**src/rtl/fwd_pkg_tracker_if.sv**
```systemverilog
// Forwarding-tracker bus: EX result, LSU response, flush and ID-stage qualifiers in;
// per-stage fwd_t packages, stall/ready and regfile write port out.
interface fwd_pkg_tracker_if #(
    parameter int XLEN = 32
);
    typedef struct packed {
        logic [4:0]      fwd_rd_addr;
        logic [XLEN-1:0] fwd_rd_data;
        logic            fwd_allow;
    } fwd_t;

    logic            i_ex_valid;
    logic [4:0]      i_ex_rd_addr;
    logic            i_ex_rd_wren;
    logic            i_ex_is_load;
    logic [XLEN-1:0] i_ex_result;
    logic            o_ex_ready;
    logic            i_lsu_rvalid;
    logic [XLEN-1:0] i_lsu_rdata;
    logic            i_flush;
    logic            i_id_valid;
    logic            i_id_use_rs1;
    logic            i_id_use_rs2;
    logic [4:0]      i_id_rs1_addr;
    logic [4:0]      i_id_rs2_addr;
    logic            o_id_stall;
    fwd_t            o_mem_fwd_pkg;
    fwd_t            o_wb_fwd_pkg;
    logic            o_rf_wren;
    logic [4:0]      o_rf_waddr;
    logic [XLEN-1:0] o_rf_wdata;

    modport master (
        output i_ex_valid, i_ex_rd_addr, i_ex_rd_wren, i_ex_is_load, i_ex_result,
        output i_lsu_rvalid, i_lsu_rdata, i_flush,
        output i_id_valid, i_id_use_rs1, i_id_use_rs2, i_id_rs1_addr, i_id_rs2_addr,
        input  o_ex_ready, o_id_stall, o_mem_fwd_pkg, o_wb_fwd_pkg,
        input  o_rf_wren, o_rf_waddr, o_rf_wdata
    );

    modport slave (
        input  i_ex_valid, i_ex_rd_addr, i_ex_rd_wren, i_ex_is_load, i_ex_result,
        input  i_lsu_rvalid, i_lsu_rdata, i_flush,
        input  i_id_valid, i_id_use_rs1, i_id_use_rs2, i_id_rs1_addr, i_id_rs2_addr,
        output o_ex_ready, o_id_stall, o_mem_fwd_pkg, o_wb_fwd_pkg,
        output o_rf_wren, o_rf_waddr, o_rf_wdata
    );
endinterface

```
**src/rtl/fwd_pkg_tracker.sv**
```systemverilog
// MEM/WB slot tracker producing forwarding packages, load-use stall and regfile write.
// Optional macro FWD_LOAD_BYPASS_EN forwards LSU data in the rvalid cycle itself.
module fwd_pkg_tracker #(
    parameter int XLEN           = 32,
    parameter bit RST_PC_INVALID = 1'b1
) (
    input  logic              i_clk,
    input  logic              i_rst_n,
    fwd_pkg_tracker_if.slave  bus
);
    localparam logic [1:0] EMPTY     = 2'd0;
    localparam logic [1:0] LOAD_WAIT = 2'd1;
    localparam logic [1:0] READY     = 2'd2;
    localparam logic [1:0] DRAIN     = 2'd3;

`ifdef FWD_LOAD_BYPASS_EN
    localparam logic BYPASS_EN = 1'b1;
`else
    localparam logic BYPASS_EN = 1'b0;
`endif

    logic [1:0]      state_r;
    logic [1:0]      state_nxt_s;
    logic [4:0]      mem_rd_r;
    logic            mem_wren_r;
    logic [XLEN-1:0] mem_data_r;
    logic [4:0]      wb_rd_r;
    logic [XLEN-1:0] wb_data_r;
    logic            wb_wren_r;

    logic ex_ready_s;
    logic accept_s;
    logic advance_s;
    logic capture_s;
    logic rvalid_hit_s;
    logic bypass_fwd_s;
    logic hazard_s;
    logic stall_s;

    function automatic logic rd_live(input logic wren, input logic [4:0] rd);
        return wren & (rd != 5'd0);
    endfunction

    function automatic logic src_hit(input logic use_src, input logic [4:0] src, input logic [4:0] rd);
        return use_src & (src == rd);
    endfunction

    // Handshake, hazard and slot-movement qualifiers
    always_comb begin
        ex_ready_s   = (state_r == EMPTY) | (state_r == READY);
        accept_s     = bus.i_ex_valid & ex_ready_s & ~bus.i_flush;
        advance_s    = (state_r == READY) & ~bus.i_flush;
        rvalid_hit_s = (state_r == LOAD_WAIT) & bus.i_lsu_rvalid;
        capture_s    = rvalid_hit_s & ~bus.i_flush;
        // A killed load must not forward its data even when it arrives this cycle
        bypass_fwd_s = BYPASS_EN & capture_s;
        hazard_s     = bus.i_id_valid & (state_r == LOAD_WAIT) & rd_live(mem_wren_r, mem_rd_r)
                     & (src_hit(bus.i_id_use_rs1, bus.i_id_rs1_addr, mem_rd_r)
                      | src_hit(bus.i_id_use_rs2, bus.i_id_rs2_addr, mem_rd_r));
        stall_s      = hazard_s & ~(BYPASS_EN & rvalid_hit_s);
    end

    // MEM slot next-state; flush outranks accept
    always_comb begin
        state_nxt_s = state_r;
        case (state_r)
            EMPTY, READY: begin
                if (bus.i_flush) begin
                    state_nxt_s = EMPTY;
                end else if (accept_s) begin
                    state_nxt_s = bus.i_ex_is_load ? LOAD_WAIT : READY;
                end else begin
                    state_nxt_s = EMPTY;
                end
            end
            LOAD_WAIT: begin
                if (bus.i_flush) begin
                    state_nxt_s = bus.i_lsu_rvalid ? EMPTY : DRAIN;
                end else if (bus.i_lsu_rvalid) begin
                    state_nxt_s = READY;
                end else begin
                    state_nxt_s = LOAD_WAIT;
                end
            end
            DRAIN: begin
                if (bus.i_lsu_rvalid) begin
                    state_nxt_s = EMPTY;
                end else begin
                    state_nxt_s = DRAIN;
                end
            end
            default: state_nxt_s = EMPTY;
        endcase
    end

    // MEM slot state and payload
    always_ff @(posedge i_clk) begin
        if (!i_rst_n) begin
            state_r    <= RST_PC_INVALID ? EMPTY : READY;
            mem_rd_r   <= 5'd0;
            mem_wren_r <= 1'b0;
            mem_data_r <= '0;
        end else begin
            state_r <= state_nxt_s;
            if (accept_s) begin
                mem_rd_r   <= bus.i_ex_rd_addr;
                mem_wren_r <= bus.i_ex_rd_wren;
                mem_data_r <= bus.i_ex_is_load ? '0 : bus.i_ex_result;
            end else if (capture_s) begin
                mem_data_r <= bus.i_lsu_rdata;
            end
        end
    end

    // WB slot: one-cycle copy of a READY MEM slot, cleared when nothing advances
    always_ff @(posedge i_clk) begin
        if (!i_rst_n) begin
            wb_rd_r   <= 5'd0;
            wb_data_r <= '0;
            wb_wren_r <= 1'b0;
        end else if (advance_s) begin
            wb_rd_r   <= mem_rd_r;
            wb_data_r <= mem_data_r;
            wb_wren_r <= rd_live(mem_wren_r, mem_rd_r);
        end else begin
            wb_rd_r   <= 5'd0;
            wb_data_r <= '0;
            wb_wren_r <= 1'b0;
        end
    end

    // Output packing; MEM package reads zero unless the slot holds a live entry
    always_comb begin
        bus.o_ex_ready   = ex_ready_s;
        bus.o_id_stall   = stall_s;
        bus.o_rf_wren    = wb_wren_r;
        bus.o_rf_waddr   = wb_rd_r;
        bus.o_rf_wdata   = wb_data_r;
        bus.o_wb_fwd_pkg = {wb_rd_r, wb_data_r, wb_wren_r};
        case (state_r)
            READY: begin
                bus.o_mem_fwd_pkg = {mem_rd_r, mem_data_r, rd_live(mem_wren_r, mem_rd_r)};
            end
            LOAD_WAIT: begin
                if (bypass_fwd_s) begin
                    bus.o_mem_fwd_pkg = {mem_rd_r, bus.i_lsu_rdata, rd_live(mem_wren_r, mem_rd_r)};
                end else begin
                    bus.o_mem_fwd_pkg = {mem_rd_r, mem_data_r, 1'b0};
                end
            end
            default: bus.o_mem_fwd_pkg = '0;
        endcase
    end
endmodule

```
**src/flat_wrapper.sv**
```systemverilog
// flat-port wrapper written by rule: the top's interface ports become plain ports
module fwd_pkg_tracker_flat 
#(
    parameter int XLEN           = 32,
    parameter bit RST_PC_INVALID = 1'b1
)
  (i_clk, i_rst_n, bus_i_ex_valid, bus_i_ex_rd_addr, bus_i_ex_rd_wren, bus_i_ex_is_load, bus_i_ex_result, bus_i_lsu_rvalid, bus_i_lsu_rdata, bus_i_flush, bus_i_id_valid, bus_i_id_use_rs1, bus_i_id_use_rs2, bus_i_id_rs1_addr, bus_i_id_rs2_addr, bus_o_ex_ready, bus_o_id_stall, bus_o_mem_fwd_pkg, bus_o_wb_fwd_pkg, bus_o_rf_wren, bus_o_rf_waddr, bus_o_rf_wdata);
  fwd_pkg_tracker_if #(.XLEN(XLEN)) bus_i ();
  input  logic i_clk;
  input  logic i_rst_n;
  input wire logic [$bits(bus_i.i_ex_valid)-1:0] bus_i_ex_valid;
  input wire logic [$bits(bus_i.i_ex_rd_addr)-1:0] bus_i_ex_rd_addr;
  input wire logic [$bits(bus_i.i_ex_rd_wren)-1:0] bus_i_ex_rd_wren;
  input wire logic [$bits(bus_i.i_ex_is_load)-1:0] bus_i_ex_is_load;
  input wire logic [$bits(bus_i.i_ex_result)-1:0] bus_i_ex_result;
  input wire logic [$bits(bus_i.i_lsu_rvalid)-1:0] bus_i_lsu_rvalid;
  input wire logic [$bits(bus_i.i_lsu_rdata)-1:0] bus_i_lsu_rdata;
  input wire logic [$bits(bus_i.i_flush)-1:0] bus_i_flush;
  input wire logic [$bits(bus_i.i_id_valid)-1:0] bus_i_id_valid;
  input wire logic [$bits(bus_i.i_id_use_rs1)-1:0] bus_i_id_use_rs1;
  input wire logic [$bits(bus_i.i_id_use_rs2)-1:0] bus_i_id_use_rs2;
  input wire logic [$bits(bus_i.i_id_rs1_addr)-1:0] bus_i_id_rs1_addr;
  input wire logic [$bits(bus_i.i_id_rs2_addr)-1:0] bus_i_id_rs2_addr;
  output wire logic [$bits(bus_i.o_ex_ready)-1:0] bus_o_ex_ready;
  output wire logic [$bits(bus_i.o_id_stall)-1:0] bus_o_id_stall;
  output wire logic [$bits(bus_i.o_mem_fwd_pkg)-1:0] bus_o_mem_fwd_pkg;
  output wire logic [$bits(bus_i.o_wb_fwd_pkg)-1:0] bus_o_wb_fwd_pkg;
  output wire logic [$bits(bus_i.o_rf_wren)-1:0] bus_o_rf_wren;
  output wire logic [$bits(bus_i.o_rf_waddr)-1:0] bus_o_rf_waddr;
  output wire logic [$bits(bus_i.o_rf_wdata)-1:0] bus_o_rf_wdata;
  assign bus_i.i_ex_valid = bus_i_ex_valid;
  assign bus_i.i_ex_rd_addr = bus_i_ex_rd_addr;
  assign bus_i.i_ex_rd_wren = bus_i_ex_rd_wren;
  assign bus_i.i_ex_is_load = bus_i_ex_is_load;
  assign bus_i.i_ex_result = bus_i_ex_result;
  assign bus_i.i_lsu_rvalid = bus_i_lsu_rvalid;
  assign bus_i.i_lsu_rdata = bus_i_lsu_rdata;
  assign bus_i.i_flush = bus_i_flush;
  assign bus_i.i_id_valid = bus_i_id_valid;
  assign bus_i.i_id_use_rs1 = bus_i_id_use_rs1;
  assign bus_i.i_id_use_rs2 = bus_i_id_use_rs2;
  assign bus_i.i_id_rs1_addr = bus_i_id_rs1_addr;
  assign bus_i.i_id_rs2_addr = bus_i_id_rs2_addr;
  assign bus_o_ex_ready = bus_i.o_ex_ready;
  assign bus_o_id_stall = bus_i.o_id_stall;
  assign bus_o_mem_fwd_pkg = bus_i.o_mem_fwd_pkg;
  assign bus_o_wb_fwd_pkg = bus_i.o_wb_fwd_pkg;
  assign bus_o_rf_wren = bus_i.o_rf_wren;
  assign bus_o_rf_waddr = bus_i.o_rf_waddr;
  assign bus_o_rf_wdata = bus_i.o_rf_wdata;
  fwd_pkg_tracker #(.XLEN(XLEN), .RST_PC_INVALID(RST_PC_INVALID)) u_core (.i_clk(i_clk), .i_rst_n(i_rst_n), .bus(bus_i));
endmodule
```
**config.mk**
```make
export PLATFORM = sky130hd
export DESIGN_NAME = fwd_pkg_tracker_flat
export DESIGN_NICKNAME = d
export VERILOG_FILES = /design/src/rtl/fwd_pkg_tracker_if.sv /design/src/rtl/fwd_pkg_tracker.sv /design/src/flat_wrapper.sv
export SDC_FILE = /design/constraint.sdc
export NUM_CORES = 1
export LEC_CHECK = 0
export CORE_MARGIN = 5
export CORE_UTILIZATION = 35
export CTS_BUF_LIST = sky130_fd_sc_hd__clkbuf_8 sky130_fd_sc_hd__clkbuf_16
export CTS_CLUSTER_DIAMETER = 80
export DETAILED_ROUTE_END_ITERATION = 6
export PLACE_DENSITY = 0.81
export RECOVER_POWER = 100
export SKIP_LAST_GASP = 1
export SYNTH_ARGS = -nofsm -noshare
export SYNTH_HDL_FRONTEND = slang
export SYNTH_SLANG_ARGS = --single-unit
```
**constraint.sdc**
```tcl
create_clock -name i_clk -period 3.4 [get_ports i_clk]
set_clock_uncertainty 0.05 [all_clocks]
set_input_delay 0.68 -clock i_clk [delete_from_list [all_inputs] [get_ports i_clk]]
set_output_delay 0.68 -clock i_clk [all_outputs]
set_load 0.01 [all_outputs]
```
### Word-level counts from Yosys, hierarchy flattened

Index checks and enable logic that the tools add are counted.

| cells by class | value |
|---|---|
| equal/unequal tests | 5 |
| mux-type cells | 11 |
| bitwise gates (word level) | 14 |
| reduce and logical (&&, ||, !) cells | 5 |

Operators by type and width:

| kind | count |
|---|---|
| two-way mux 32 bit | 3 |
| case mux 38 bit (2 select lines) | 1 |
| two-way mux 2 bit | 6 |
| AND 1 bit | 11 |
| equality test 5 bit | 2 |
| case mux 2 bit (3 select lines) | 1 |
| nonzero test 5 bit | 1 |
| equality test 2 bit (second input constant) | 2 |
| equality test 2 x 1 -> 1 bit (second input constant) | 1 |
| logical NOT 2 bit | 1 |
| OR 1 bit | 2 |
| AND reduction 2 bit | 1 |
| nonzero test 2 bit | 1 |
| OR reduction 2 bit | 1 |
| inverter 1 bit | 1 |

| word-level totals | value |
|---|---|
| bits in registers | 78 |
| bits of input ports | 89 |
| output and inout port bits | 116 |
| logic and storage cells | 42 |

### Longest topological paths before layout

Gate-level depths: netlist of the first run.

| depth | value |
|---|---|
| depth after elaboration | 7 |
| gate-level depth with buffers | 8 |
| depth with buffers taken out | 6 |

### Worst setup path before layout of the first run

Ideal clock, no wire load.

| path | value |
|---|---|
| kind | input -> output |
| start | input bus_i_id_rs1_addr[0] |
| end | output bus_o_id_stall |
| arrival time | 1.537 ns |
| setup slack | 1.133 ns |
| cell stages on the path | 4 |
| path buffers | 0 |
| cell sequence | xor2_1 -> nor4_1 -> nand3_1 -> a211oi_1 |

| between the ends | value |
|---|---|
| word-level cells in the longest chain between the ends | 4 |

RTL lines:

| element | RTL line | source |
|---|---|---|
| start, declared | flat_wrapper.sv:22 | `input wire logic [$bits(bus_i.i_id_rs1_addr)-1:0] bus_i_id_rs1_addr;` |
| equality test 5 bit | fwd_pkg_tracker.sv:45 | `return use_src & (src == rd);` |
| AND 1 bit | fwd_pkg_tracker.sv:45 |  |
| OR 1 bit | fwd_pkg_tracker.sv:59 | `\| src_hit(bus.i_id_use_rs2, bus.i_id_rs2_addr, mem_rd_r));` |
| AND 1 bit | fwd_pkg_tracker.sv:58 | `& (src_hit(bus.i_id_use_rs1, bus.i_id_rs1_addr, mem_rd_r)` |
| end, declared | flat_wrapper.sv:25 | `output wire logic [$bits(bus_i.o_id_stall)-1:0] bus_o_id_stall;` |

Every way passes these cells.

### Worst setup path after layout of the first run

| path | value |
|---|---|
| start | input bus_i_id_rs1_addr[4] |
| end | output bus_o_id_stall |

The elaborated chain is that of the path after synthesis.

==> summary.txt, run 1 <==
Clock tree
  – Worst-Skew Late Latency: around 340 ps
  – Root Driver: clkbuf_8
  – Hold_buf cts: 0
  – H-tree depth: 3
  – Num CTS Buffers: 9
  – Reg clk slew, reported paths: ~80 ps
  – Postcts setup bufs: 0
  – Maximum root-to-sink buffer count: 2
  – Post-CTS sizing: 0
  – CTS Sinks: 78
  – CTS tree: built

Floorplanning
  – # IOs: roughly 210
  – Std-Cell Rows: 36
  – Initial core utilization: roughly 36%
  – Die H: ~110 um
  – Die Area: between 10000 and 15000 sq um
  – Die X: between 100 and 150 um
  – Core ar.: 9860 sq um

Timing
  – Final Max Tran Viols: 0
  – Hold Fails Final Rpt: 0
  – Worst Slack Setup Final: roughly 180 ps
  – Final setup violation count: 0
  – WHS: 414 ps
  – Slew @ Worst Pin: roughly 1200 ps
  – RSZ-0062 raised after global routing: false
  – Final min period: between 3000 and 4000 ps
  – Final Cycle Share: about 95%
  – Fmax: just over 300 MHz
  – TNS Setup: 0 ps
  – Rel. slew slack: a little over 20%

Power
  – Flop pwr share: 47.7%
  – Pleak: between 0.002 and 0.0025 uW
  – Clk pwr share: between 40% and 50%
  – PD cells: between 300 and 400 nW/um^2
  – Gate power share: between 10% and 20%
  – Maximum vdd drop: roughly 0.21 mV
  – Net Sw Frac: 22.8%
  – NetSw: 466 uW
  – P_int: 1570 uW

Cells and area
  – Layout area overhead: 55.5%
  – Util after Layout: 56.1%
  – Antenna cells: 0
  – Share of cells above drive strength 1: 5.13%
  – Fin nets: roughly 640

Worst setup path
  – Worst Setup Path Type: input pin to primary output
  – CP max FO: 1
  – CP startpoint kind: input pin
  – Crit. End Element: primary output
  – WP data required: between 2000 and 3000 ps
  – Critical Path AT: about 2500 ps
  – R2R setup slack: roughly 800 ps

Global routing
  – Total track usage: between 10% and 20%
  – Largest net degree at the start of global routing: 39
  – Vias in the first global route: roughly 3600
  – Initial antenna violation count: 0
  – Gr ovfl total: 0
  – First-pass GRT wire length: 18300 um

Place
  – # port buffers: 204
  – Post-place setup slack: roughly 230 ps
  – Final Wtd Congestion: 0.798
  – Post-DP HPWL: 8790 um

Synth
  – Synthesized area: approximately 3600 sq um
  – Yosys warning count: 0
  – Synth Register Bits: between 70 and 80
  – Seq/Total Area, Yosys: between 40% and 50%
  – Synth Net Count: about 470
  – Syn Inst Count: 378
  – Synth Area per Inst: around 9.4 sq um
  – Synth unique cells: 32

Route
  – Number of DRC markers in iteration 0: 59
  – DRC errors left: 0
  – Vias post-DR: 3262
  – WL per Instance: 16.9 um
  – Antenna-violating nets left: 0
  – DRT Pass-1 Iters: 4
  – Routed wire length: 11400 um
  – Vias per cell: approximately 4.8

Outcome
  – Outcome: complete, no violations

Flow run
  – Max Cap Violations: 0

Worst hold path
  – Hold crit path type: flip-flop to flip-flop
stage by stage:
step / cell area [sq um] / cells / total power [uW]
after floorplan: 3560 / 378 / 1110
after global placement: 5450 / 664 / 1260
final: 5530 / 679 / 2040
after global routing: 5530 / 679 / 2130
after detailed placement: 5450 / 664 / 1270
after CTS: 5680 / 679 / 2090
registers in the layout (all words and copies together) (netlist names):
signal and flops:
u_core.bus.o_rf_wren 1, u_core.mem_data_r 32, u_core.state_r 2, u_core.bus.o_rf_wdata 32, u_core.mem_rd_r 5, u_core.bus.o_rf_waddr 5, u_core.mem_wren_r 1
kinds of logic (layout without fill, tap and decap cells):
logic type               count (synthesis)  in the layout  synth area share (%)
adder cells (fa/ha/maj)                  6              6                  2.11
buffers and inverters                   66            234                  12.0
AO/OA/AOI/OAI                           79             79                  18.4
AND/OR/NAND/NOR                        139            139                  21.1
flip-flops                              78             78                  43.9
XOR/XNOR                                10             10                  2.46
worst paths after layout:
path	depth (start not counted)	to	from
worst min register to register	2	u_core.mem_wren_r	u_core.mem_wren_r
worst max-delay path	6	bus_o_id_stall	bus_i_id_rs1_addr[4]
worst min-delay path	2	u_core.mem_wren_r	u_core.mem_wren_r
worst max register to register	7	u_core.mem_data_r[16]	u_core.state_r[0]
Yosys cell counts:
master	n	area, sq um
buf_4	39	293
a21o_1	1	7.51
a221oi_2	20	300
nor2_1	34	128
or4_1	1	7.51
a31oi_1	3	18.8
and2_1	74	463
nand3b_1	1	7.51
a21oi_2	1	8.76
nand2_1	19	71.3
inv_2	1	3.75
buf_6	3	33.8
o21ai_0	34	170
nor3_4	1	16.3
o21ai_2	1	8.76
a211oi_1	1	7.51
or2_4	1	8.76
nor2b_1	1	6.26
a221oi_1	11	96.3
o21a_1	1	7.51
nand3_2	1	10.0
and3_1	1	6.26
buf_2	7	35.0
nor4_1	2	12.5
inv_1	4	15.0
clkbuf_1	12	45.0
dfxtp_1	78	1560
a21oi_1	6	30.0
nand3_1	3	15.0
ha_1	6	75.1
xor2_1	8	70.1
xnor2_1	2	17.5
layout make-up:
class | count | area [sq um]
Clock buffer | 9 | 124
Clock inverter | 6 | 111
Fill cell | 880 | 4330
Inverter | 5 | 18.8
Multi-Input combinational cell | 234 | 1450
Sequential cell | 78 | 1560
Tap cell | 133 | 166
Timing Repair Buffer | 214 | 2100
critical path, stage by stage:
cell	delay, ps
clkdlybuf4s50_1	430
xor2_1	160
nor4_1	270
nand3_1	100
a211oi_1	220
dlygate4sd3_1	630
layer usage:
| metal | GRT usage [%] | vias up | part of all wire, % |
|---|---|---|---|
| met2 | 34.0 | 138 | 52 |
| met1 | 18.2 | 1521 | 37 |
| met5 | 0 | - | 0 |
| met4 | 7.47 | 0 | 3.1 |
| met3 | 7.10 | 32 | 7.8 |
| li1 | - | 1571 | - |
power groups by stage:
stage               clock network (uW)  logic, uW  registers (uW)
global placement                     0        268             992
finish                             817        250             974
detailed placement                   0        276             995
floorplan                            0        120             987
CTS                                844        278             973
global route                       880        275             979
cells in the final DEF (no fill, tap or decap), types with 6 or more instances in the layout:
cell type	Yosys	final
clkbuf_8	0	9
dlygate4sd3_1	0	107
nor2_1	34	34
dfxtp_1	78	78
and2_1	74	46
and2_0	0	28
nand2_1	19	19
o21ai_0	34	34
clkdlybuf4s50_1	0	97
a21oi_1	6	6
ha_1	6	6
a221oi_1	11	28
xor2_1	8	8
Power figures use the tool's default switching activity.
==> run 2: changes to the inputs <==
Settings changed: GPL_ROUTABILITY_DRIVEN set to 0.
==> results of run 2 <==
Same layout as run 1: the final DEF is identical, and so are final timing and power.
==> RTL edit, RTL diff (settings of run 1) <==
Change the localparam `BYPASS_EN` from 1'b0 to 1'b1.
--- a/src/rtl/fwd_pkg_tracker.sv
+++ b/src/rtl/fwd_pkg_tracker.sv
@@ -17,5 +17,5 @@
     localparam logic BYPASS_EN = 1'b1;
 `else
-    localparam logic BYPASS_EN = 1'b0;
+    localparam logic BYPASS_EN = 1'b1;
 `endif
 
Function: changed (Yosys sat finds a counterexample within 4 cycles, from zero or initial values and one cycle with i_rst_n low).
==> RTL edit against run 1 <==
Total power fell by 5.3%. Global-route usage is 0.13 points lower. Critical path depth did not move. Combinational power up 16%. Count of clock-buffer cells in the layout up 1. Setup slack worse by 0.089 ns. Clock power fell by 18%. Synthesized area up 9.3%. Synthesized cell count grew 28%. Final area increased by 7.9%. Wire length up 8.4%. Sequential cell count unchanged. Largest cell class unchanged.
==> RTL edit: results (changes against run 1) <==
Critical path
  – Worst setup endpoint: bus_o_mem_fwd_pkg[32]
  – Crit path DAT: 2.58 ns (+0.09 ns)
  – R2R Setup Slk: 0.38 ns (-0.42 ns)
  – Max FO, Critical Path: 18 (+17)
  – Crit path from: bus_i_lsu_rvalid
  – Reg2reg end: u_core.mem_data_r[10]$_SDFFE_PN0P_
  – Cell count of the worst reg-to-reg path: 6 (-1)

Timing
  – Max transition margin: 21.72% (+1.6 points)
  – Hold_ws: 0.4230 ns (+0.009484 ns)
  – Minimum clock period: 3.310 ns (+0.08905 ns)

Global route
  – Vias in the first global route: 3948 (+11%)
  – Largest net degree at the start of global routing: 42 (+7.7%)
  – GRT Util Overall: 18.22% (-0.13 points)
  – First-pass GRT wire length: 19.35 mm (+5.8%)

Logic synthesis
  – Seq/Total Area, Yosys: 40.15% (-3.7 points)
  – Top post-synthesis cells by area: dfxtp_1, nand2_1, buf_4
  – Post-Syn Instances: 482 (+28%)
  – Syn nets: 577 (+22%)
  – Yosys cell types: 29 (-9.4%)
  – Top cells by count, synth: nand2_1, dfxtp_1, buf_4

Drt
  – Drt first-iter violations: 175 (+200%)
  – DR pass1 iterations: 5 (+1)
  – Via density: 4.922 (+2.5%)

Pwr
  – VDD IR max: 0.0002873 V (+34%)
  – Static Leakage: 2.401 nW (-2.3%)

Hold path
  – HP Start: u_core.mem_wren_r$_SDFFE_PN0P_

Placement
  – DP Area: 5818 sq um (+6.8%)
  – Cells after DPL: 769 (+16%)
  – Setup WS pre-CTS: 0.07145 ns (-0.1581 ns)
  – Gpl congestion: 0.8020 (+0.46%)

Finish
  – Share of cells above drive strength 1: 4.658% (-0.47 points)
  – Layout filler cell count: 1044 (+19%)
  – Non-filler instance count after layout: 784 (+15%)

Status
  – Status: complete, no violations
-- RTL edit: worst max-delay path: stages --
cell             delay (ns)
clkdlybuf4s50_1        0.58
and3_1                 0.27
buf_12                 0.18
nand2_1                0.08
a21boi_1               0.13
dlygate4sd3_1          0.65
-- RTL edit: cell families (layout without fill, tap and decap cells) --
logic type | after synthesis | in the layout | share of synthesized area, %
compound gates | 113 | 113 | 18.53
simple gates | 200 | 200 | 25.32
buf+inv | 75 | 237 | 11.81
xor+xnor | 10 | 10 | 2.252
flops | 78 | 78 | 40.15
fa+ha+maj | 6 | 6 | 1.930
-- RTL edit: layout make-up --
type / count / share of cell area [%]
Timing Repair Buffer: 216 / 36.05
Multi-Input combinational cell: 329 / 31.31
Sequential cell: 78 / 26.16
Tap cell: 140 / 2.934
Clock buffer: 10 / 2.306
Clock inverter: 5 / 0.8594
Inverter: 6 / 0.3773
-- RTL edit: timing repair --
item | 4_1_cts | 5_1_grt
endpoints found under the hold margin | 0 | 0
resized for setup | 0 | 3
endpoints found under the setup margin | 0 | 4
-- RTL edit: metal layers --
metal | GRT usage (%) | vias to the layer above | share of wire [%]
li1 | - | 1871 | -
met5 | 0 | - | 0
met3 | 4.737 | 26 | 7.7
met4 | 6.729 | 0 | 2.4
met2 | 33.37 | 155 | 52
met1 | 20.13 | 1807 | 38
-- RTL edit: where the power goes --
group	switching (mW)	internal [mW]	leakage, nW
Combinational	0.124	0.166	1.67
Sequential	0.0277	0.949	0.635
Clock	0.316	0.350	0.0993
Total	0.468	1.46	2.40
